--- src/rtl/fpga_cfg_pkg.sv ---
// rtl/fpga_cfg_pkg.sv - shared types and sizing helpers for configuration-chain loading
package fpga_cfg_pkg;

  typedef enum logic [1:0] {
    ST_IDLE,
    ST_SHIFT,
    ST_FLUSH
  } load_state_t;

  function automatic int cnt_width(input int n);
    return $clog2(n + 1);
  endfunction

  function automatic int words_per_load(input int chain_len, input int word_w);
    return (chain_len + word_w - 1) / word_w;
  endfunction

endpackage

--- src/rtl/ccff_chain_loader_if.sv ---
// rtl/ccff_chain_loader_if.sv - load word stream and readback word stream of the chain loader
interface ccff_chain_loader_if #(
  parameter int WORD_W = 8
);
  logic              wr_valid;
  logic              wr_ready;
  logic [WORD_W-1:0] wr_data;
  logic              rb_valid;
  logic              rb_ready;
  logic [WORD_W-1:0] rb_data;
  logic              rb_last;

  modport master (
    output wr_valid, wr_data, rb_ready,
    input  wr_ready, rb_valid, rb_data, rb_last
  );

  modport slave (
    input  wr_valid, wr_data, rb_ready,
    output wr_ready, rb_valid, rb_data, rb_last
  );
endinterface

--- src/rtl/ccff_rb_packer.sv ---
// rtl/ccff_rb_packer.sv - packs chain tail bits MSB-first into readback words
module ccff_rb_packer
  import fpga_cfg_pkg::*;
#(
  parameter int WORD_W = 8
) (
  input  logic              clk,
  input  logic              rst,
  input  logic              clear,
  input  logic              sample,
  input  logic              tail,
  input  logic              final_bit,
  input  logic              flush,
  input  logic              rb_ready,
  output logic              rb_valid,
  output logic [WORD_W-1:0] rb_data,
  output logic              rb_last,
  output logic              stall_next
);
  localparam int ACNT_W = cnt_width(WORD_W);

  logic [WORD_W-1:0] asm_data, asm_data_n, data_n;
  logic [ACNT_W-1:0] asm_cnt, asm_cnt_n;
  logic              valid_n, last_n, out_free, move, move_last;

  always_comb begin
    asm_data_n = asm_data;
    asm_cnt_n  = asm_cnt;
    data_n     = rb_data;
    valid_n    = rb_valid;
    last_n     = rb_last;
    move       = 1'b0;
    move_last  = 1'b0;
    out_free   = !rb_valid || rb_ready;
    if (rb_valid && rb_ready) begin
      valid_n = 1'b0;
      last_n  = 1'b0;
    end
    if (sample) begin
      asm_data_n = (asm_data << 1) | WORD_W'(tail);
      asm_cnt_n  = asm_cnt + ACNT_W'(1);
    end
    if (asm_cnt_n == ACNT_W'(WORD_W) && out_free) begin
      move      = 1'b1;
      move_last = final_bit || flush;
    end else if (flush && asm_cnt != '0 && out_free) begin
      move      = 1'b1;
      move_last = 1'b1;
    end
    // A partial final word is left-justified so its LSBs read back as zero.
    if (move) begin
      data_n     = asm_data_n << (ACNT_W'(WORD_W) - asm_cnt_n);
      valid_n    = 1'b1;
      last_n     = move_last;
      asm_data_n = '0;
      asm_cnt_n  = '0;
    end
    stall_next = (asm_cnt_n == ACNT_W'(WORD_W)) && valid_n;
  end

  always_ff @(posedge clk) begin
    if (rst || clear) begin
      asm_data <= '0;
      asm_cnt  <= '0;
      rb_data  <= '0;
      rb_valid <= 1'b0;
      rb_last  <= 1'b0;
    end else begin
      asm_data <= asm_data_n;
      asm_cnt  <= asm_cnt_n;
      rb_data  <= data_n;
      rb_valid <= valid_n;
      rb_last  <= last_n;
    end
  end
endmodule

--- src/rtl/ccff_chain_loader.sv ---
// rtl/ccff_chain_loader.sv - serializes load words into a configuration chain and returns readback
module ccff_chain_loader
  import fpga_cfg_pkg::*;
#(
  parameter int CHAIN_LEN = 40,
  parameter int WORD_W    = 8
) (
  input  logic                prog_clk,
  input  logic                prog_reset,
  input  logic                start,
  output logic                busy,
  output logic                done,
  ccff_chain_loader_if.slave  bus,
  output logic                shift_en,
  output logic                ccff_head,
  input  logic                ccff_tail
);
  localparam int CNT_W     = cnt_width(CHAIN_LEN);
  localparam int NWORDS    = words_per_load(CHAIN_LEN, WORD_W);
  localparam int WCNT_W    = cnt_width(NWORDS);
  localparam int BCNT_W    = cnt_width(WORD_W);
  localparam int LAST_BITS = CHAIN_LEN - (NWORDS - 1) * WORD_W;

  load_state_t       state, state_n;
  logic [CNT_W-1:0]  bit_cnt, bit_cnt_n;
  logic [WCNT_W-1:0] word_cnt, word_cnt_n;
  logic [WORD_W-1:0] buf_data, buf_data_n;
  logic [BCNT_W-1:0] buf_cnt, buf_cnt_n;
  logic shift_en_n, head_n, busy_n, done_n;
  logic wr_ready_c, accept, launch, final_bit, rb_done, in_flush, stall_next;

  assign launch     = (state == ST_IDLE) && start;
  assign in_flush   = (state == ST_FLUSH);
  assign final_bit  = shift_en && (bit_cnt == CNT_W'(CHAIN_LEN - 1));
  assign rb_done    = in_flush && bus.rb_valid && bus.rb_ready && bus.rb_last;
  // Ready as soon as the buffer will be empty after this edge, so words overlap without a bubble.
  assign wr_ready_c = (state == ST_SHIFT) && (word_cnt < WCNT_W'(NWORDS)) &&
                      (buf_cnt == '0 || (buf_cnt == BCNT_W'(1) && shift_en));
  assign accept       = bus.wr_valid && wr_ready_c;
  assign bus.wr_ready = wr_ready_c;

  always_comb begin
    state_n    = state;
    bit_cnt_n  = bit_cnt;
    word_cnt_n = word_cnt;
    buf_data_n = buf_data;
    buf_cnt_n  = buf_cnt;
    if (shift_en) begin
      buf_data_n = buf_data << 1;
      buf_cnt_n  = buf_cnt - BCNT_W'(1);
      bit_cnt_n  = bit_cnt + CNT_W'(1);
    end
    if (accept) begin
      buf_data_n = bus.wr_data;
      buf_cnt_n  = (word_cnt == WCNT_W'(NWORDS - 1)) ? BCNT_W'(LAST_BITS) : BCNT_W'(WORD_W);
      word_cnt_n = word_cnt + WCNT_W'(1);
    end
    case (state)
      ST_IDLE: if (start) begin
        state_n    = ST_SHIFT;
        bit_cnt_n  = '0;
        word_cnt_n = '0;
        buf_cnt_n  = '0;
      end
      ST_SHIFT: if (final_bit) state_n = ST_FLUSH;
      ST_FLUSH: if (rb_done) state_n = ST_IDLE;
      default:  state_n = ST_IDLE;
    endcase
    // shift_en is a flop, so the shift decision is made on next-cycle state.
    shift_en_n = (state_n == ST_SHIFT) && (buf_cnt_n != '0) && !stall_next;
    head_n     = shift_en_n && buf_data_n[WORD_W-1];
    busy_n     = (state_n != ST_IDLE);
    done_n     = rb_done;
  end

  always_ff @(posedge prog_clk) begin
    if (prog_reset) begin
      state     <= ST_IDLE;
      bit_cnt   <= '0;
      word_cnt  <= '0;
      buf_data  <= '0;
      buf_cnt   <= '0;
      shift_en  <= 1'b0;
      ccff_head <= 1'b0;
      busy      <= 1'b0;
      done      <= 1'b0;
    end else begin
      state     <= state_n;
      bit_cnt   <= bit_cnt_n;
      word_cnt  <= word_cnt_n;
      buf_data  <= buf_data_n;
      buf_cnt   <= buf_cnt_n;
      shift_en  <= shift_en_n;
      ccff_head <= head_n;
      busy      <= busy_n;
      done      <= done_n;
    end
  end

  ccff_rb_packer #(.WORD_W(WORD_W)) u_packer (
    .clk        (prog_clk),
    .rst        (prog_reset),
    .clear      (launch),
    .sample     (shift_en),
    .tail       (ccff_tail),
    .final_bit  (final_bit),
    .flush      (in_flush),
    .rb_ready   (bus.rb_ready),
    .rb_valid   (bus.rb_valid),
    .rb_data    (bus.rb_data),
    .rb_last    (bus.rb_last),
    .stall_next (stall_next)
  );
endmodule

--- src/flat_wrapper.sv ---
// flat-port wrapper written by rule: the top's interface ports become plain ports
module ccff_chain_loader_flat import fpga_cfg_pkg::*;
#(
  parameter int CHAIN_LEN = 40,
  parameter int WORD_W    = 8
)
  (prog_clk, prog_reset, start, busy, done, shift_en, ccff_head, ccff_tail, bus_wr_valid, bus_wr_data, bus_rb_ready, bus_wr_ready, bus_rb_valid, bus_rb_data, bus_rb_last);
  ccff_chain_loader_if #(.WORD_W(WORD_W)) bus_i ();
  input  logic prog_clk;
  input  logic prog_reset;
  input  logic start;
  output logic busy;
  output logic done;
  output logic shift_en;
  output logic ccff_head;
  input  logic ccff_tail;
  input wire logic [$bits(bus_i.wr_valid)-1:0] bus_wr_valid;
  input wire logic [$bits(bus_i.wr_data)-1:0] bus_wr_data;
  input wire logic [$bits(bus_i.rb_ready)-1:0] bus_rb_ready;
  output wire logic [$bits(bus_i.wr_ready)-1:0] bus_wr_ready;
  output wire logic [$bits(bus_i.rb_valid)-1:0] bus_rb_valid;
  output wire logic [$bits(bus_i.rb_data)-1:0] bus_rb_data;
  output wire logic [$bits(bus_i.rb_last)-1:0] bus_rb_last;
  assign bus_i.wr_valid = bus_wr_valid;
  assign bus_i.wr_data = bus_wr_data;
  assign bus_i.rb_ready = bus_rb_ready;
  assign bus_wr_ready = bus_i.wr_ready;
  assign bus_rb_valid = bus_i.rb_valid;
  assign bus_rb_data = bus_i.rb_data;
  assign bus_rb_last = bus_i.rb_last;
  ccff_chain_loader #(.CHAIN_LEN(CHAIN_LEN), .WORD_W(WORD_W)) u_core (.prog_clk(prog_clk), .prog_reset(prog_reset), .start(start), .busy(busy), .done(done), .bus(bus_i), .shift_en(shift_en), .ccff_head(ccff_head), .ccff_tail(ccff_tail));
endmodule
--- config.mk ---
export PLATFORM = sky130hd
export DESIGN_NAME = ccff_chain_loader_flat
export DESIGN_NICKNAME = d
export VERILOG_FILES = /design/src/rtl/fpga_cfg_pkg.sv /design/src/rtl/ccff_chain_loader_if.sv /design/src/rtl/ccff_rb_packer.sv /design/src/rtl/ccff_chain_loader.sv /design/src/flat_wrapper.sv
export SDC_FILE = /design/constraint.sdc
export NUM_CORES = 1
export LEC_CHECK = 0
export CORE_MARGIN = 2
export CORE_UTILIZATION = 44
export DETAILED_ROUTE_END_ITERATION = 7
export HOLD_SLACK_MARGIN = 0.05
export PLACE_DENSITY = 0.65
export SYNTH_ARGS = -nofsm -noshare
export SYNTH_HDL_FRONTEND = slang
export SYNTH_SLANG_ARGS = --single-unit
--- constraint.sdc ---
create_clock -name prog_clk -period 3.3 [get_ports prog_clk]
set_input_delay 0.495 -clock prog_clk [delete_from_list [all_inputs] [get_ports prog_clk]]
set_output_delay 0.495 -clock prog_clk [all_outputs]
set_load 0.005 [all_outputs]
### Word-level counts from Yosys, hierarchy flattened

Index checks and enable logic that the tools add are counted.

| storage, ports and cells | value |
|---|---|
| flip-flop bits (word level) | 49 |
| output and inout port bits | 15 |

| operators by class | value |
|---|---|
| add/sub/neg operators | 5 |
| magnitude comparators | 1 |
| equality and inequality tests | 7 |
| shift-type cells | 1 |
| mux-type cells | 26 |
| bitwise gates (word level) | 1 |
| reduce and logical (&&, ||, !) cells | 31 |

Operator list:

| operator | count |
|---|---|
| 4-bit 2-to-1 mux | 6 |
| 8-bit 2-to-1 mux | 3 |
| 6-bit 2-to-1 mux | 3 |
| 1-bit logical AND | 17 |
| 3-bit 2-to-1 mux | 3 |
| 4-bit equality test (second input constant) | 2 |
| 8-bit by 1-bit OR with 8-bit output | 1 |
| 4-bit nonzero test | 2 |
| 8-bit by 4-bit left shift with 8-bit output | 1 |
| 1-bit 2-to-1 mux | 7 |
| 6-bit by 1-bit adder with 6-bit output (second input constant) | 1 |
| 6-bit equality test (second input constant) | 1 |
| 2-bit 2-to-1 mux | 3 |
| 2-bit one-hot mux with 3 select lines | 1 |
| 2-bit nonzero test | 3 |
| 4-bit by 1-bit adder with 4-bit output (second input constant) | 1 |
| 2-bit by 1-bit equality test with 1-bit output (second input constant) | 2 |
| 4-bit by 1-bit equality test with 1-bit output (second input constant) | 1 |
| 4-bit logical NOT | 1 |
| 1-bit logical OR | 4 |
| 4-bit by 1-bit subtractor with 4-bit output (second input constant) | 1 |
| 4-bit subtractor (first input constant) | 1 |
| 3-bit by 1-bit adder with 3-bit output (second input constant) | 1 |
| 3-bit less-than comparator (second input constant) | 1 |
| 4 further kinds | 5 |

### Depth between registers and ports, before layout

Gate-level depths: netlist (run 1).

| logic depth | value |
|---|---|
| depth after elaboration | 12 |
| mapped depth | 10 |
| gate-level depth less buffers | 8 |

### Modules after synthesis

A second synthesis (run 1) with hierarchy kept.

| unflattened totals | value |
|---|---|
| cells, all modules | 266 |
| area total of the unflattened synthesis | 2469.9 sq um |

By module, submodules not included:

| module | instances | cells each | area an instance (sq um) |
|---|---|---|---|
| ccff_rb_packer | 1 | 135 | 1238.7 |
| ccff_chain_loader | 1 | 131 | 1231.2 |

### Worst setup path before layout (run 1)

OpenSTA, ideal clock, no wires.

| timing path | value |
|---|---|
| kind | flip-flop to flip-flop |
| start point | register u_core.shift_en |
| end point | register u_core.u_packer.rb_data[7] |
| data arrival time | 2.605 ns |
| data required time | 3.182 ns |
| path slack | 0.577 ns |
| cell stages (with the launch flop) | 11 |
| buffers on the path | 4 |
| cell sequence | dfxtp_1 > buf_6 > buf_4 > buf_2 > buf_2 > mux2i_1 > ha_1 > xor3_2 > mux2_2 > mux2i_1 > o2bb2ai_1 |

| between the ends | value |
|---|---|
| longest elaborated chain between the ends | 4 |
| elaborated cells between the ends (all ways) | 7 |
| those cells by class | 1 x add/sub; 1 x eq/ne; 1 x shift; 3 x mux; 1 x reduce/logical |

Ends and longest elaborated chain:

| item | RTL line | text |
|---|---|---|
| start, declared | ccff_chain_loader.sv:14 | `output logic shift_en,` |
| start signal, assigned | ccff_chain_loader.sv:93 | `shift_en <= shift_en_n;` |
| branches (longest 4 deep; another with 4-bit subtractor) | n/a |  |
| end signal, assigned | ccff_rb_packer.sv:71 | `rb_data <= data_n;` |
| end, declared | ccff_rb_packer.sv:16 | `output logic [WORD_W-1:0] rb_data,` |

Parallel ways; which one is timed is not known.
A chain may end at the register's enable or synchronous reset.

### Final worst setup path (run 1)

| timing path | value |
|---|---|
| start point | register u_core.u_packer.asm_cnt[0] |
| end point | register u_core.u_packer.rb_data[5] |

| between the ends | value |
|---|---|
| longest elaborated chain between the ends | 5 |
| elaborated cells between the ends (all ways) | 11 |
| those cells by class | 2 x add/sub; 1 x eq/ne; 1 x shift; 3 x mux; 4 x reduce/logical |

Ends and longest elaborated chain:

| item | RTL line | text |
|---|---|---|
| start, declared | ccff_rb_packer.sv:23 | `logic [ACNT_W-1:0] asm_cnt, asm_cnt_n;` |
| start signal, assigned | ccff_rb_packer.sv:70 | `asm_cnt <= asm_cnt_n;` |
| branches (longest 5 deep; another with 4-bit by 1-bit adder with 4-bit output) | n/a |  |

Parallel ways; which one is timed is not known.

==> results of run 1 <==
-- cell families (layout without fill, tap and decap cells) --
logic type,count (synthesis),in the layout,share of synthesized area
simple gates,78,78,0.151
flops,49,49,0.394
compound gates,44,44,0.135
mux,42,42,0.172
xor+xnor,17,17,0.0723
buf+inv,17,42,0.0362
fa+ha+maj,8,8,0.0402
-- metrics by stage --
step           utilization  setup slack (ns)  hold WS, ns  area, um^2  cells
2_1_floorplan            -             0.577        0.453        2490    255
3_3_place_gp         0.512             0.596        0.450        2800    344
3_5_place_dp         0.512             0.491        0.456        2800    344
4_1_cts              0.533             0.477        0.473        2920    352
5_1_grt              0.533             0.302        0.485        2920    352
6_report             0.533             0.467        0.468        2920    352
-- cells in the final DEF, fill, tap and decap left out, types with 2 or more instances in the layout --
| cell | n |
|---|---|
| nor4b_1 | 2 |
| a32o_1 | 3 |
| xnor2_1 | 6 |
| nor3_1 | 2 |
| dfxtp_1 | 48 |
| a31oi_1 | 2 |
| mux2_2 | 7 |
| nand4_1 | 3 |
| nor2b_1 | 3 |
| a21oi_1 | 9 |
| o2bb2ai_1 | 4 |
| nand2_1 | 12 |
| nand3_1 | 6 |
| nand2b_1 | 2 |
| a21oi_2 | 2 |
| clkdlybuf4s50_1 | 28 |
| clkbuf_8 | 5 |
| xor2_1 | 8 |
| o21ai_0 | 6 |
| nor2_1 | 38 |
| inv_1 | 3 |
| ha_1 | 8 |
| a211oi_1 | 7 |
| mux2i_1 | 35 |
| buf_4 | 2 |
-- synthesized netlist by cell type (all sizes together), types with 2 or more instances --
cell type,number
a211oi,7
a21oi,11
a31oi,2
a32o,3
and2,2
buf,11
clkbuf,2
dfxtp,49
ha,8
inv,4
mux2,7
mux2i,35
nand2,12
nand2b,2
nand3,6
nand4,3
nor2,38
nor2b,3
nor3,3
nor4b,2
o21ai,6
o2bb2ai,4
xnor2,7
xor2,9
-- final cells by class --
class / count / area share
Clock inverter: 3 / 0.0159
Tap cell: 72 / 0.0309
Clock buffer: 5 / 0.0236
Sequential cell: 49 / 0.337
Timing Repair Buffer: 30 / 0.101
Inverter: 4 / 0.00515
Multi-Input combinational cell: 189 / 0.487
-- power groups by stage --
stage / Combinational [uW] / Clock, uW / Sequential [uW]
final: 140 / 433 / 622
after detailed placement: 141 / 0 / 636
after global routing: 154 / 472 / 625
after global placement: 139 / 0 / 635
after CTS: 141 / 451 / 622
after floorplan: 110 / 0 / 627
-- state kept, by name, summed over array words and instances (netlist names) --
signal and cells:
u_core.buf_cnt 4, u_core.shift_en 1, u_core.u_packer.asm_cnt 4, u_core.done 1, u_core.word_cnt 3, u_core.buf_data 8
u_core.busy 1, u_core.state 2, u_core.u_packer.rb_valid 1, u_core.u_packer.rb_last 1, u_core.u_packer.asm_data 8, u_core.u_packer.rb_data 8
u_core.ccff_head 1, u_core.bit_cnt 6
-- routing by layer --
layer	GRT usage	share of wire	vias to the layer above
met5	0	0	-
met1	0.203	0.51	869
li1	-	-	953
met2	0.238	0.45	28
met3	0.0420	0.033	2
met4	0.0517	0.0062	0
-- worst max-delay path: cells and delay by family (launching register included) --
kind	cells	cell delay, ns
XOR/XNOR	1	0.58
flip-flops	1	0.55
multiplexers	3	0.71
AO/OA/AOI/OAI	1	0.07
buffers and inverters	1	0.16
adder cells (fa/ha/maj)	2	0.66
-- path summary, 6_finish.rpt --
path / cells past startpoint / from / endpoint / slack (ns)
max reg2reg: 8 / u_core.u_packer.asm_cnt[0] / u_core.u_packer.rb_data[5] / 0.47
min: 1 / u_core.u_packer.rb_data[5] / u_core.u_packer.rb_data[5] / 0.47
min reg2reg: 1 / u_core.u_packer.rb_data[5] / u_core.u_packer.rb_data[5] / 0.47
max: 8 / u_core.u_packer.asm_cnt[0] / u_core.u_packer.rb_data[5] / 0.47
==> summary.txt, run 1 <==
Run status
  – Result of the run: complete, no violations

Place
  – Detailed placer's ending HPWL: 3400 um
  – Weighted congestion at the end of routability-driven global placement: 0.835
  – Number of I/O port buffers: 28

Clock network
  – Worst skew pair latency: 0.30 ns
  – CTS clock-pin slew for the worst setup and hold paths: 0.09 ns
  – Root buffer cell: clkbuf_8
  – Post-CTS sizing: 0
  – TritonCTS clock tree: built
  – Max Buffers Root-to-Sink: 2
  – Count of hold-fix buffers inserted at cts: 0
  – Number of sinks driven by the clock tree: 49
  – Clock H-tree levels: 2
  – Post-CTS setup buffer count: 0
  – Clock buffers created by TritonCTS: 5

Finish
  – Post-layout net count: 301
  – Filler cell count: 519
  – Seq. cell area: 982 um^2
  – Proportion of layout cells with a drive suffix above 1: 0.111
  – Total inserted antenna cells: 0
  – Area of combinational cells with multiple inputs: 1420 um^2
  – Synthesis-to-layout area growth: 17.1%

Routing
  – Vias per cell: 5.26
  – Via count: 1852
  – Iter 0 DRT Violations: 80
  – DRC Markers: 0
  – Total routed wirelength: 4640 um
  – Remaining antenna violation count after routing: 0
  – Routed wirelength normalized by instance count: 13.2 um
  – DRT Pass-1 Iters: 4

Yosys
  – Seq cells post-synth: 49
  – Yosys warning count: 0
  – Unique cell type count in the Yosys netlist: 52
  – Average cell area after synthesis: 9.77 um^2
  – Net count after synthesis: 277
  – Portion of synthesized cell area occupied by the leading cell type: 0.394
  – Top post-synthesis cells by area: dfxtp_1 39%, mux2i_1 14%, nor2_1 5.7%
  – Post-synthesis instance area: 2490 um^2
  – Share of synthesized area occupied by flip-flops and latches: 0.394
  – Proportion of synthesized flip-flops having asynchronous set or reset: 0
  – Synthesized instance count: 255
  – EDFF count, synth: 0
  – Ys flop type: dfxtp_1
  – Cell type with the largest total area after synthesis: dfxtp_1

Power
  – Int Power: 905 uW
  – Portion of total power attributed to the clock network: 0.362
  – Sw Pwr: 291 uW
  – Tot Pwr: 1200 uW
  – Register share of total power: 0.520
  – Maximum vdd ir drop: 165 uV
  – Leakage power summed over all cells: 0.00104 uW
  – Combinational group share of total power: 0.117
  – Power per standard cell area: 410 nW/um^2
  – Switching Share: 0.243

Worst setup path
  – Critical path type: reg -> reg
  – CP Data Required Time: 3.50 ns
  – Cell chain of the critical path: inv_2 -> ha_1 -> mux2i_1 -> ha_1 -> xor3_2 -> mux2_2 -> mux2i_1 -> o2bb2ai_1
  – Critical Path End Type: flip-flop
  – Maximum fanout along the worst path: 12
  – Critical path data arrival time: 3.03 ns
  – Max stage delay on crit path: 0.58 ns
  – Startpoint types: flip-flop
  – Worst path slowest cell: xor3_2

Global routing
  – Antenna violations before repair: 0
  – Largest net degree at the start of global routing: 26
  – First-pass GRT wire length: 7670 um
  – Residual overflow from global routing: 0
  – Number of global-route vias before repair: 1669
  – All-layer global routing usage: 0.153

Floorplan
  – I/O pin count: 29
  – Floorplan die area: 6280 um^2
  – Die boundary width: 79.2 um
  – Number of standard-cell rows in the floorplan: 27
  – Core footprint: 5470 um^2
  – Effective utilization at floorplan: 0.455
  – Height of the chip: 79.2 um

STA
  – Worst max-slew margin expressed relative to the limit: 0.493
  – Min cycle time layout: 2.83 ns
  – Final TNS setup: 0 ns
  – Worst-margin pin slew: 0.750 ns
  – Final clock skew: 0.00542 ns
  – Timing-limited maximum frequency: 0.353 GHz
  – Setup-violating endpoint count in the final report: 0
  – Final hold violation count: 0
  – Final cycle utilization of the critical path: 0.858
  – Number of max-slew violations in the final report: 0
  – Setup repair after global routing missed its margin: false

Worst hold path
  – Type of the worst min-delay path: reg -> reg

Run
  – Max-capacitance violation count: 0
Power figures use the tool's default switching activity.
==> inputs of run 2 (changes only) <==
Settings changed: SKIP_LAST_GASP set to 1.
==> results of run 2 <==
Same layout as run 1: the final DEF is identical, and so are final timing and power.
==> inputs of run 3 (changes only) <==
Settings changed: CORE_MARGIN 2 to unset.
==> run 3 against run 2 <==
  * Clock power grew 2%
  * Design area stayed put
  * Maximum frequency is 0.11% higher
  * Worst hold slack improved by 0.0039 ns
  * Critical path depth shrank 4
  * Worst setup slack better by 0.0030 ns
  * Global-route usage is 1.5 points higher
  * Register-to-register slack gained 0.02 ns
  * First-iteration DRC count decreased by 33%
==> summary.txt, run 3 (synthesis gave the netlist of run 1 again) <==
Power
  – Register share of total power: 0.518 (-0.002)
  – Portion of total power attributed to the clock network: 0.367 (+0.005)
  – Maximum vdd ir drop: 216 uV (+31%)
  – Switching Share: 0.247 (+0.00392)
  – Leakage power summed over all cells: 0.00104 uW (unchanged)
  – Power per standard cell area: 412 nW/um^2 (+0.51%)
  – Sw Pwr: 297 uW (+2.1%)
  – Int Power: 905 uW (about the same)
  – Combinational group share of total power: 0.116 (about the same)

Floorplan
  – I/O pin count: 29 (unchanged)
  – Core footprint: 5470 um^2 (unchanged)
  – Height of the chip: 77.2 um (-2.5%)
  – Die boundary width: 77.2 um (-2.5%)
  – Number of standard-cell rows in the floorplan: 27 (unchanged)
  – Floorplan die area: 5970 um^2 (-5.0%)
  – Effective utilization at floorplan: 0.455 (unchanged)

STA
  – Final hold slack: 0.472 ns (+0.00393 ns)
  – Worst-margin pin slew: 0.714 ns (-0.0359 ns)
  – Setup-violating endpoint count in the final report: 0 (unchanged)
  – Min cycle time layout: 2.83 ns (-0.00303 ns)
  – Timing-limited maximum frequency: 0.353 GHz (+0.11%)
  – Final hold violation count: 0 (unchanged)
  – Setup repair after global routing missed its margin: false
  – Final clock skew: 0.00732 ns (+0.00190 ns)
  – Number of max-slew violations in the final report: 0 (unchanged)
  – Final setup slack of the worst path: 0.470 ns (+0.00303 ns)
  – Final cycle utilization of the critical path: 0.858 (-0.000917)
  – Final TNS setup: 0 ns (unchanged)
  – Worst max-slew margin expressed relative to the limit: 0.517 (+0.0243)

Routing
  – DRT Pass-1 Iters: 4 (unchanged)
  – Total routed wirelength: 4440 um (-4.4%)
  – Iter 0 DRT Violations: 54 (-33%)
  – DRC Markers: 0 (unchanged)
  – Remaining antenna violation count after routing: 0 (unchanged)
  – Via count: 1815 (-2.0%)
  – Vias per cell: 5.16 (-2.0%)
  – Routed wirelength normalized by instance count: 12.6 um (-4.4%)

Run
  – Max-capacitance violation count: 0 (unchanged)

Worst setup path
  – Critical register-to-register path endpoint: u_core.u_packer.rb_data[5]
  – Start of the worst register-to-register path: u_core.u_packer.asm_cnt[0]
  – Startpoint types: flip-flop
  – Critical path data arrival time: 2.33 ns (-0.70 ns)
  – Critical Path End Type: output port
  – Maximum fanout along the worst path: 24 (+12)
  – Setup slack of the worst register-to-register path: 0.49 ns (+0.02 ns)
  – CP Data Required Time: 2.80 ns (-0.70 ns)
  – Depth of the worst register-to-register path: 8 (unchanged)
  – Critical path type: reg -> out

Global routing
  – Antenna violations before repair: 0 (unchanged)
  – Largest net degree at the start of global routing: 25 (-3.8%)
  – All-layer global routing usage: 0.168 (+0.0154)
  – Residual overflow from global routing: 0 (unchanged)
  – First-pass GRT wire length: 7960 um (+3.9%)
  – Number of global-route vias before repair: 1719 (+3.0%)

Place
  – Number of I/O port buffers: 28 (unchanged)
  – Weighted congestion at the end of routability-driven global placement: 0.791 (-5.3%)
  – Standard cell area after detailed placement: 2800 um^2 (unchanged)
  – Worst setup slack before clock tree synthesis: 0.521 ns (+0.0298 ns)
  – Detailed placer's ending HPWL: 3230 um (-5.2%)

Worst hold path
  – Endpoint, Worst Hold: u_core.u_packer.rb_data[2]
  – Type of the worst min-delay path: reg -> reg
  – Startpoint of the most critical hold path: u_core.u_packer.rb_data[2]
  – Instance count along the most critical hold path: 1 (unchanged)

Clock network
  – Root buffer cell: clkbuf_8
  – Post-CTS sizing: 0 (unchanged)
  – Clock H-tree levels: 2 (unchanged)
  – Clock buffers created by TritonCTS: 5 (unchanged)
  – Count of hold-fix buffers inserted at cts: 0 (unchanged)
  – Number of sinks driven by the clock tree: 49 (unchanged)
  – Post-CTS setup buffer count: 0 (unchanged)
  – TritonCTS clock tree: built
  – Worst skew pair latency: 0.31 ns (about the same)
  – CTS clock-pin slew for the worst setup and hold paths: 0.10 ns (about the same)
  – Max Buffers Root-to-Sink: 2 (unchanged)

Finish
  – Filler cell count: 512 (-1.3%)
  – Post-layout utilization of the core: 0.533 (unchanged)
  – Most frequent cells in the layout: 48 x dfxtp_1, 38 x nor2_1, 35 x mux2i_1
  – Commonest non-fill, non-tap cell in the layout: dfxtp_1
  – Total inserted antenna cells: 0 (unchanged)
  – Post-layout net count: 301 (unchanged)
  – Proportion of layout cells with a drive suffix above 1: 0.111 (unchanged)
  – Registers with the most flip-flops: u_core.buf_data: 8 flops, u_core.u_packer.asm_data: 8 flops, u_core.u_packer.rb_data: 8 flops
  – Synthesis-to-layout area growth: 17.1% (unchanged)
  – Design area: 2920 um^2 (unchanged)

Run status
  – Result of the run: complete, no violations
-- run 3: power groups by stage --
stage / clock, uW / combinational [uW] / sequential (uW)
floorplan: 0 / 110 / 627
global placement: 0 / 139 / 636
detailed placement: 0 / 140 / 636
CTS: 453 / 140 / 623
global route: 476 / 154 / 626
finish: 441 / 139 / 622
-- run 3: worst max path at each step --
stage | cells past startpoint | slack (ns) | startpoint | to
6_report | 4 | 0.47 | u_core.shift_en | bus_wr_ready
5_1_grt | 8 | 0.29 | u_core.u_packer.asm_cnt[0] | u_core.u_packer.rb_data[5]
4_1_cts | 4 | 0.44 | u_core.shift_en | bus_wr_ready
3_5_place_dp | 8 | 0.52 | u_core.u_packer.asm_cnt[0] | u_core.u_packer.rb_data[5]
3_3_place_gp | 8 | 0.60 | u_core.u_packer.asm_cnt[0] | u_core.u_packer.rb_data[5]
2_1_floorplan | 10 | 0.58 | u_core.shift_en | u_core.u_packer.rb_data[7]
-- run 3: area by class of cell --
class	instances	area, um^2	area share
multi-input cells	189	1420	0.487
flip-flops and latches	49	982	0.337
repair buffers	30	295	0.101
well taps	72	90.1	0.0309
clock buffers	5	68.8	0.0236
clock inverters	3	46.3	0.0159
inverters	4	15.0	0.00515
-- run 3: worst max-delay path: stages, from the launching register on --
cell and delay (ns):
dfxtp_2 0.69, buf_4 0.40, a21oi_1 0.13, nor3_2 0.24, clkdlybuf4s50_1 0.55
-- run 3: per-layer routing --
| layer | global-route usage | up-vias | part of all wire | routed length [um] |
|---|---|---|---|---|
| li1 | - | 959 | - | - |
| met1 | 0.231 | 821 | 0.54 | 2390 |
| met2 | 0.239 | 25 | 0.40 | 1790 |
| met3 | 0.0452 | 10 | 0.032 | 141 |
| met4 | 0.0830 | 0 | 0.026 | 114 |
| met5 | 0 | - | 0 | 0 |
-- run 3: through the flow --
step | std cells | power [uW]
after floorplan | 255 | 738
after global placement | 344 | 775
after detailed placement | 344 | 776
after CTS | 352 | 1220
after global routing | 352 | 1260
final | 352 | 1200
==> RTL edit 1, RTL diff (flow settings as in run 1) <==
`CHAIN_LEN` is set to 40 in 2 places; all go to 20.
--- a/src/rtl/ccff_chain_loader.sv
+++ b/src/rtl/ccff_chain_loader.sv
@@ -3,5 +3,5 @@
   import fpga_cfg_pkg::*;
 #(
-  parameter int CHAIN_LEN = 40,
+  parameter int CHAIN_LEN = 20,
   parameter int WORD_W    = 8
 ) (
--- a/src/flat_wrapper.sv
+++ b/src/flat_wrapper.sv
@@ -2,5 +2,5 @@
 module ccff_chain_loader_flat import fpga_cfg_pkg::*;
 #(
-  parameter int CHAIN_LEN = 40,
+  parameter int CHAIN_LEN = 20,
   parameter int WORD_W    = 8
 )
Formal check against the unedited RTL: no difference found for any inputs over 10 cycles, from zero or initial values and one cycle with prog_reset high; that may be too few to reach the edited logic, so the function may still have changed.
==> RTL edit 1 against run 1 <==
Non-clock buffer count up 2. Sequential share of layout area is 0.33 points higher. Area after synthesis decreased by 6.0%. Sequential cell count shrank 2. Power shrank 6.5%. Wire length decreased by 4.9%. Cell area down 5.0%. Setup slack better by 0.18 ns. Largest power group unchanged. Highest routed layer unchanged.
==> RTL edit 1: results <==
set metrics [dict create \
    drc 0 \
    timing.rr.start "u_core.shift_en" \
    place_area_um2 2671 \
    critPathKind "reg2reg" \
    relSlewSlack_pct 54.15 \
    crit_family "simple AND/OR/NAND/NOR gates" \
    critPathMaxFanout 28 \
    grt_pass1_vias 1768 \
    fin_skew_ns 0.005895 \
    met2_usage_pct 27.11 \
    use_met1_pct 21.04 \
    slew_viol_final 0 \
    crit_path_top_delay_cell "dfxtp_2" \
    power_leakage_nw 0.9818 \
    grt_pass1_wl_um 8045 \
    synth_area_leaders "dfxtp_1 40%, mux2i_1 11%, nor2_1 7.1%" \
    worstHoldStart "u_core.u_packer.rb_data[1]" \
    powerDensity_nw_per_um2 403.4 \
    initialDrtViolationCount 99 \
    layout.nets 310 \
    reg_top3 "u_core.buf_data: 8 flops, u_core.u_packer.asm_data: 8 flops, u_core.u_packer.rb_data: 8 flops" \
    syn_avg_cell_area_um2 8.872 \
    use_met3_pct 4.118 \
    slowest_delay_ns 0.74 \
    dr.pass1.iters 4 \
    final_antenna_net_count 0 \
    synth_fp_nets 287 \
    peakVddDrop_mv 0.2192 \
    layout.cells.non_filler 358 \
    pre_cts_ws_ns 0.6437 \
    layout-drive-gt1-share_pct 6.597 \
    outcome "finished clean" \
    num-fill-cells 508 \
    wire_per_inst_um 12.33 \
    clockBufferDepth 2 \
    synth-async-reset-ratio_pct 0 \
    cp.arrival_ns 2.88 \
    placed_cells 350 \
    grt_max_degree 29 \
    io_buffers 28 \
    place.gp.congestion 0.8095 \
    hpwl_um 3061 \
    ys_types 40 \
    synthTopCellsByCount "47 x dfxtp_1, 44 x nor2_1, 26 x mux2i_1" \
    grt_use_total_pct 16.34 \
    yosysSeqAreaShare_pct 40.17 \
    synth_warnings 0 \
    via_per_inst 5.173 \
]
## RTL edit 1: changes by cell type after synthesis, sizes merged, moves of 3 or more
| cell | delta |
|---|---|
| a211oi | +3 |
| a31oi | +4 |
| mux2 | -4 |
| a32oi | +3 |
| clkbuf | +5 |
| nor2 | +6 |
| a32o | -3 |
| o2bb2ai | -4 |
| o21ai | +7 |
| inv | +4 |
| nand2 | +10 |
| a21oi | -3 |
| mux2i | -9 |
## RTL edit 1: power breakdown
| part | leakage [nW] | internal [W] | switching, W |
|---|---|---|---|
| registers | 0.381 | 0.000583 | 0.0000188 |
| logic | 0.549 | 0.0000739 | 0.0000718 |
| clock network | 0.0515 | 0.000191 | 0.000179 |
| total | 0.982 | 0.000849 | 0.000269 |
## RTL edit 1: cell type report
cell class,count,share of cell area [%]
Clock buffer,8,3.612
Inverter,8,1.084
Multi-Input combinational cell,193,46.95
Sequential cell,47,34.00
Tap cell,70,3.160
Timing Repair Buffer,32,11.20
## RTL edit 1: layer usage
metal	part of all wire, %	up-vias
met5	0	-
met4	1.2	0
met3	3.8	7
met2	45	34
met1	50	835
li1	-	976
## RTL edit 1: final timing paths
check,end,slack (ns),cells past startpoint
worst max-delay path,u_core.u_packer.asm_data[4],0.65,6
worst min-delay path,u_core.u_packer.rb_data[1],0.46,2
worst max register to register,u_core.u_packer.asm_data[4],0.65,6
worst min register to register,u_core.u_packer.rb_data[1],0.46,2
## RTL edit 1: cells by family (layout without fill, tap and decap cells)
group           count (synthesis)  count (layout)  synth area share [%]
mux                            29              29                 12.55
buf+inv                        24              48                 4.274
xor+xnor                       15              15                 6.197
fa+ha+maj                       9               9                 4.808
simple gates                   92              92                 18.11
flops                          47              47                 40.17
compound gates                 48              48                 13.89
==> RTL edit 2, RTL diff (config.mk and constraints of run 1) <==
Made on the original files. Take the reset off `buf_data` and load it in a clocked block of its own.
--- a/src/rtl/ccff_chain_loader.sv
+++ b/src/rtl/ccff_chain_loader.sv
@@ -79,5 +79,4 @@
       bit_cnt   <= '0;
       word_cnt  <= '0;
-      buf_data  <= '0;
       buf_cnt   <= '0;
       shift_en  <= 1'b0;
@@ -89,5 +88,4 @@
       bit_cnt   <= bit_cnt_n;
       word_cnt  <= word_cnt_n;
-      buf_data  <= buf_data_n;
       buf_cnt   <= buf_cnt_n;
       shift_en  <= shift_en_n;
@@ -96,4 +94,8 @@
       done      <= done_n;
     end
+  end
+
+  always_ff @(posedge prog_clk) begin
+    buf_data <= buf_data_n;
   end
 
Check against the original RTL: no difference found for any inputs over 10 cycles, from zero or initial values and one cycle with prog_reset high; that may be too few to reach the edited logic, so the function may still have changed.
==> RTL edit 2 against run 1 <==
Sequential cell count did not move. Cell area decreased by 0.77%. Combinational power decreased by 4%. Cell count increased by 3.7%. Highest routed layer unchanged. Core utilization fell by 0.41 points. Non-clock buffer count rose by 2. Global-route usage rose by 0.56 points. Critical path depth decreased by 4. Setup slack better by 0.15 ns. Largest cell class unchanged. Largest power group unchanged. Power fell by 2.4%. Wire length fell by 4.6%. Sequential share of layout area rose by 2.6 points. Area after synthesis about the same. Critical path type is now reg2out.
==> RTL edit 2: results <==
set metrics [dict create \
    vias 1846 \
    timing.rr.start "u_core.shift_en" \
    initialDrtViolationCount 40 \
    synth_warnings 0 \
    outcome "finished clean" \
    power_leakage_nw 0.9675 \
    synth_cells 267 \
    antenna_found_initial 0 \
    critPathMaxFanout 18 \
    worstHoldStart "u_core.u_packer.rb_data[0]" \
    grt_pass1_wl_um 7969 \
    clockRootBuffer "clkbuf_8" \
    io_buffers 28 \
    grt_pass1_vias 1732 \
    peakVddDrop_mv 0.1786 \
    synth_fp_nets 289 \
    place.gp.congestion 0.7716 \
    hold_viol_final 0 \
    placed_cells 357 \
    hpwl_um 3196 \
    hold_depth 2 \
    grt_max_degree 22 \
    crit_path_top_delay_cell "dfxtp_1" \
    synth_edf_count 7 \
    r2r_slack_ns 0.81 \
    cp.arrival_ns 2.18 \
    grt_use_total_pct 15.81 \
    relSlewSlack_pct 58.25 \
    synthTopCellsByCount "42 x dfxtp_1, 31 x nor2_1, 23 x nand2_1" \
    drt-total-wl_um 4429 \
    worst_r2r_endpoint "u_core.u_packer.rb_data[0]" \
    layout.nets 314 \
    synth_area_leaders "dfxtp_1 34%, edfxtp_1 8.4%, mux2i_1 7.6%" \
    num-fill-cells 521 \
    numCtsBuffers 5 \
    min_to "u_core.u_packer.rb_data[0]" \
    yosysSeqAreaShare_pct 42.21 \
    wire_per_inst_um 12.13 \
    ys_types 54 \
    layout-drive-gt1-share_pct 9.898 \
    fin_skew_ns 0.01125 \
    slowest_delay_ns 0.73 \
    r2r_cells 6 \
]
[RTL edit 2: changes by cell type in the layout (fill, tap and decap cells not counted), moves of 7 or more]
cell      before  now
a21oi_1        9   19
edfxtp_1       0    7
inv_1          3   10
mux2i_1       35   19
nand2_1       12   23
nor2_1        38   31
[RTL edit 2: worst max path at each step]
stage | from | end | depth (start not counted)
floorplan | u_core.shift_en | u_core.u_packer.rb_data[0] | 11
global placement | u_core.shift_en | u_core.u_packer.rb_data[1] | 6
detailed placement | u_core.shift_en | u_core.u_packer.rb_data[0] | 6
CTS | u_core.shift_en | bus_wr_ready | 4
global route | u_core.shift_en | bus_wr_ready | 4
finish | u_core.shift_en | bus_wr_ready | 4
[RTL edit 2: worst max-delay path, delay by kind of cell (launching register included)]
family                 cells  cell delay, ns
DFF                        1            0.73
AOI/OAI and AO/OA          1            0.09
and+or+nand+nor            1            0.23
buffers and inverters      2            0.83
[RTL edit 2: cell families after synthesis]
kind of cell	share of synthesized area [%]
flops	42.21
xor+xnor	5.930
simple gates	19.75
buf+inv	5.528
compound gates	13.57
mux	8.995
fa+ha+maj	4.020
[RTL edit 2: final cells by class]
cell class,count,area share (%)
Sequential cell,49,36.30
Clock buffer,6,3.241
Clock inverter,2,0.3889
Inverter,10,1.296
Timing Repair Buffer,32,10.72
Multi-Input combinational cell,194,44.94
Tap cell,72,3.111
[RTL edit 2: layer usage]
| metal | vias to the layer above | wire (um) | global-route usage [%] |
|---|---|---|---|
| met1 | 840 | 2307 | 22.23 |
| met3 | 6 | 136 | 3.068 |
| met5 | - | 0 | 0 |
| li1 | 973 | - | - |
| met4 | 0 | 68 | 5.172 |
| met2 | 27 | 1916 | 24.41 |
[RTL edit 2: where the power goes]
group	switching [W]	internal [W]	total, W
sequential	0.0000127	0.000625	0.000638
clock	0.000202	0.000193	0.000395
combinational	0.0000689	0.0000654	0.000134
total	0.000283	0.000884	0.00117
[RTL edit 2: stage by stage]
step	power (W)	worst slack (ns)	hold slack (ns)	cell area, um2
after floorplan	0.0007512	0.7753	0.4505	2490
after global placement	0.0007868	0.8884	0.4504	2790
after detailed placement	0.0007875	0.8461	0.4516	2790
after CTS	0.001182	0.5959	0.4709	2895
after global routing	0.001219	0.4233	0.4835	2895
final	0.001167	0.6215	0.4672	2895
